[config.mk]
export PLATFORM = sky130hd
export DESIGN_NAME = parity_gen_tx
export DESIGN_NICKNAME = d
export VERILOG_FILES = /design/src/rtl/parity_gen_tx_pkg.sv /design/src/rtl/parity_gen_tx.sv
export SDC_FILE = /design/constraint.sdc
export NUM_CORES = 1
export LEC_CHECK = 0
export BUFFER_PORTS_ARGS = -buffer_cell sky130_fd_sc_hd__buf_2
export CAP_MARGIN = 0
export CORE_MARGIN = 2
export CORE_UTILIZATION = 53
export DETAILED_ROUTE_END_ITERATION = 7
export GPL_TIMING_DRIVEN = 1
export HOLD_SLACK_MARGIN = 0.08
export PLACE_DENSITY = 0.81
export SLEW_MARGIN = 25
export SYNTH_ARGS = -nofsm -noshare
export SYNTH_HDL_FRONTEND = slang
export SYNTH_SLANG_ARGS = --single-unit
[constraint.sdc]
create_clock -name clk -period 1.9 [get_ports clk]
set_input_delay 0.095 -clock clk [delete_from_list [all_inputs] [get_ports clk]]
set_output_delay 0.095 -clock clk [all_outputs]
set_load 0.01 [all_outputs]
[src/rtl/parity_gen_tx_pkg.sv]
// Shared types and helpers for the serial parity link (transmit and check sides).
package parity_gen_tx_pkg;

  localparam int PARITY_DATA_WIDTH = 8;

  typedef enum logic [1:0] {
    ST_IDLE   = 2'd0,
    ST_SHIFT  = 2'd1,
    ST_PARITY = 2'd2
  } tx_state_e;

  // XOR-reduce of up to 32 bits; zero-extend narrower words before calling.
  function automatic logic parity_fold(input logic [31:0] v);
    return ^v;
  endfunction

endpackage

[src/rtl/parity_gen_tx.sv]
// Serial parity transmitter: takes a word on valid/ready, shifts it out one bit
// per cycle and appends a parity bit so every frame has the configured weight.
module parity_gen_tx
  import parity_gen_tx_pkg::*;
#(
  parameter int DATA_WIDTH = PARITY_DATA_WIDTH,
  parameter bit LSB_FIRST  = 1'b1,
  parameter bit ODD_PARITY = 1'b0
) (
  input  logic                  clk,
  input  logic                  rst,
  input  logic [DATA_WIDTH-1:0] dataIn,
  input  logic                  dataValid,
  output logic                  dataReady,
  output logic                  seqOut,
  output logic                  seqValid,
  output logic                  frameEnd
);

  localparam int CW = (DATA_WIDTH > 1) ? $clog2(DATA_WIDTH) : 1;
  localparam logic [CW-1:0] CNT_LAST = CW'(DATA_WIDTH - 1);

  tx_state_e             state_q;
  logic [DATA_WIDTH-1:0] shift_q, shift_d;
  logic [CW-1:0]         cnt_q;
  logic                  acc_q;
  logic                  seq_q, sv_q, fe_q;
  logic                  nxt_bit;
  logic                  accept;

  // Ready is held low during reset so nothing can be accepted while aborting.
  assign dataReady = rst & ((state_q == ST_IDLE) | (state_q == ST_PARITY));
  assign accept    = dataValid & dataReady;

  assign nxt_bit = LSB_FIRST ? shift_q[0] : shift_q[DATA_WIDTH-1];

  always_comb begin
    shift_d = shift_q;
    if (LSB_FIRST) shift_d = shift_q >> 1;
    else           shift_d = shift_q << 1;
  end

  always_ff @(posedge clk or negedge rst) begin
    if (!rst) begin
      state_q <= ST_IDLE;
      shift_q <= '0;
      cnt_q   <= '0;
      acc_q   <= 1'b0;
      seq_q   <= 1'b0;
      sv_q    <= 1'b0;
      fe_q    <= 1'b0;
    end else begin
      case (state_q)
        ST_IDLE: begin
          seq_q <= 1'b0;
          sv_q  <= 1'b0;
          fe_q  <= 1'b0;
          if (accept) begin
            shift_q <= dataIn;
            cnt_q   <= '0;
            acc_q   <= ODD_PARITY;
            state_q <= ST_SHIFT;
          end
        end
        ST_SHIFT: begin
          seq_q   <= nxt_bit;
          sv_q    <= 1'b1;
          fe_q    <= 1'b0;
          shift_q <= shift_d;
          acc_q   <= acc_q ^ nxt_bit;
          // Counter parks on the last index; only a load clears it.
          if (cnt_q == CNT_LAST) state_q <= ST_PARITY;
          else                   cnt_q   <= cnt_q + CW'(1);
        end
        ST_PARITY: begin
          seq_q <= acc_q;
          sv_q  <= 1'b1;
          fe_q  <= 1'b1;
          if (accept) begin
            shift_q <= dataIn;
            cnt_q   <= '0;
            acc_q   <= ODD_PARITY;
            state_q <= ST_SHIFT;
          end else begin
            state_q <= ST_IDLE;
          end
        end
        default: state_q <= ST_IDLE;
      endcase
    end
  end

  assign seqOut   = seq_q;
  assign seqValid = sv_q;
  assign frameEnd = fe_q;

endmodule
==> results.ini <==
[power]
p_leak_nw = 0.538
pwr-share-seq = 0.390
vdd_drop_max_v = 0.000739
clkPwrFrac = 0.123
swShare = 0.335
p_comb_frac = 0.487
intPower_mw = 1.03
powerDensity_nw_per_um2 = 1430
p_switching_uw = 520

[detailed_routing]
vias = 623
wirelength_mm = 1.58
route.detailed.drc = 0
viasPerCell = 5.66
drt_pass1_iterations = 4
drtAntennaViolNets = 0
wl_per_cell_um = 14.4
drtIter0Drc = 11

[sta]
tightest_slew_ps = 442
fin_crit_sh = 0.943
min_period_ps = 1790
fmax_ghz = 0.558
hold_violations = 0
maxSlewViolCount = 0
rsz0062_at_grt = false
relSlewSlack = 0.706
setup_viol = 0
finClkSkew_ps = 6.44
totalNegativeSetupSlack_ps = 0

[clock_tree]
clock-sinks = 17
htreeDepth = 1
cts_buffers = 3
clockBufferDepth = 2
cts_tree = yes
worstSkewPairLatency_ps = 280
cts.clk_slew.worst_paths_ps = 100
clockRootBuffer = clkbuf_4

[floorplan]
die_w_um = 45.6
initial_core_util = 0.550
core-area_um2 = 1670
rows = 15
die_h_um = 45.6
ioPinCount = 15
die_area_um2 = 2080

[logic_synthesis]
yosysSeqAreaShare = 0.463
synth_cell_types = 22
ys_warn_count = 0
syn-num-nets = 89
synth_edf_count = 0
synth_ff_type = dfrtp_1
netlist_instances = 72
syn_area_um2 = 918
synthArstFlopShare = 1.00
synth_seq_cells = 17
avgSynthCellArea_um2 = 12.8

[place]
placed_cells = 104
portBuffers = 14
hpwlAfterDp_mm = 1.18
gp_congestion = 0.727

[setup_path]
crit_path_max_incr_delay_ps = 410
crit_top_cell = mux2_2
critPathSlowestCell = dfrtp_1
crit_type = register to register
path_max_fanout = 11
start_kind = register
crit_chain = inv_1 -> ha_1 -> nor2_2 -> buf_12 -> mux2_2 -> mux2_2
critPathCaptureType = register
cp.required_ps = 2070
arrival_ps = 1970

[global_route]
grt_pass1_vias = 657
grt_start_max_net_pins = 21
track_usage = 0.179
grt_pass1_wl_mm = 2.63
antenna_found_initial = 0
grt-ovfl-total = 0

[finish]
drive_gt1_frac = 0.452
final_nets = 111
syn_to_final_growth_pct = 17.8
n_antenna_cell = 0
fin_cells = 110
fill_cells = 131

[hold_path]
hp-class = primary input to register

[outcome]
status = finished, final reports clean

[run]
maxCapViolations = 0

## area by class of cell
type	count	area, um^2	area share
Clock buffer	3	22.5	0.0208
Clock inverter	1	5.00	0.00462
Sequential cell	17	425	0.393
Inverter	4	15.0	0.0139
Tap cell	17	21.3	0.0197
Multi-Input combinational cell	50	475	0.439
Timing Repair Buffer	18	118	0.109
## what timing repair did
action / CTS / global route
endpoints found under the setup margin: 0 / 8
hold buffers: 2 / 0
setup buffers: 0 / 0
hold endpoints to repair: 18 / 0
resized for setup: 0 / 2
## synthesized netlist by cell type (2+ instances only)
master | count | area share
a21oi_1 | 4 | 0.022
a22o_1 | 3 | 0.029
dfrtp_1 | 17 | 0.46
ha_1 | 6 | 0.082
inv_1 | 4 | 0.016
mux2_2 | 10 | 0.12
mux2_4 | 6 | 0.098
nand2_1 | 7 | 0.029
nor2_1 | 2 | 0.0082
## flip-flops by register name, summed over array words and instances (netlist names)
register,cells
cnt_q,3
shift_q,8
acc_q,1
state_q,2
frameEnd,1
seqOut,1
seqValid,1
## cells by family (layout without fill, tap and decap cells)
kind of cell / count (synthesis) / in the layout / share of synthesized area
flops: 17 / 17 / 0.463
fa+ha+maj: 6 / 6 / 0.0817
compound gates: 15 / 15 / 0.140
simple gates: 13 / 13 / 0.0654
mux: 16 / 16 / 0.221
buf+inv: 5 / 26 / 0.0286
## through the flow
step                      setup WS [ps]  total power, mW   util  hold slack, ps  cell area (um^2)
after global routing               7.24             1.67  0.648             165              1080
final                               108             1.55  0.648             163              1080
after global placement              160             1.32  0.614            90.1              1030
after detailed placement            108             1.36  0.614            86.3              1030
after CTS                          93.5             1.55  0.643             159              1070
after floorplan                     221             1.18      -            -201               918
## final timing paths
| check | start | to | slack (ps) | cells after the start |
|---|---|---|---|---|
| min in group asynchronous | rst | seqOut | 330 | 3 |
| min reg2reg | shift_q[7] | shift_q[7] | 510 | 1 |
| max | state_q[0] | shift_q[6] | 110 | 6 |
| min | dataIn[1] | shift_q[1] | 160 | 3 |
| max reg2reg | state_q[0] | shift_q[6] | 110 | 6 |
| max in group asynchronous | rst | shift_q[5] | 1370 | 3 |
## metal layers
metal	vias to the layer above	wire length, um	GRT usage
met3	4	57	0.0357
met5	-	0	0
met2	13	804	0.324
met4	0	30	0.0765
met1	306	688	0.198
li1	300	-	-
## cells in the final DEF, fill, tap and decap left out
cell | netlist | final
dfrtp_1 | 17 | 17
mux2_4 | 6 | 6
o31ai_4 | 1 | 1
buf_4 | 0 | 1
clkinv_2 | 0 | 1
nand2b_1 | 1 | 1
buf_12 | 0 | 1
mux2_2 | 10 | 10
a21oi_1 | 4 | 4
a21bo_2 | 1 | 1
nor2_1 | 2 | 2
a41o_1 | 1 | 1
ha_2 | 0 | 1
o2bb2ai_2 | 0 | 1
dlygate4sd3_1 | 0 | 2
o21ai_0 | 1 | 1
clkbuf_4 | 0 | 3
and2b_1 | 1 | 1
nor2_2 | 1 | 1
inv_1 | 4 | 4
ha_1 | 6 | 5
nand2_1 | 7 | 7
buf_2 | 0 | 14
a211o_2 | 1 | 1
a32o_1 | 1 | 1
and2_1 | 1 | 1
a22o_1 | 3 | 3
a22oi_1 | 1 | 1
## power groups by stage
stage	clock, mW	sequential (mW)	combinational [mW]
after floorplan	0	0.593	0.590
after global placement	0	0.601	0.718
after detailed placement	0	0.612	0.750
after CTS	0.196	0.605	0.752
after global routing	0.210	0.624	0.838
final	0.191	0.604	0.755
## critical path, delay by kind of cell (launching register included)
kind,cells,cell delay (ps)
muxes,2,570
DFF,1,410
adders and majority gates,1,300
buffers and inverters,2,230
and+or+nand+nor,1,160
Power figures use the tool's default switching activity.
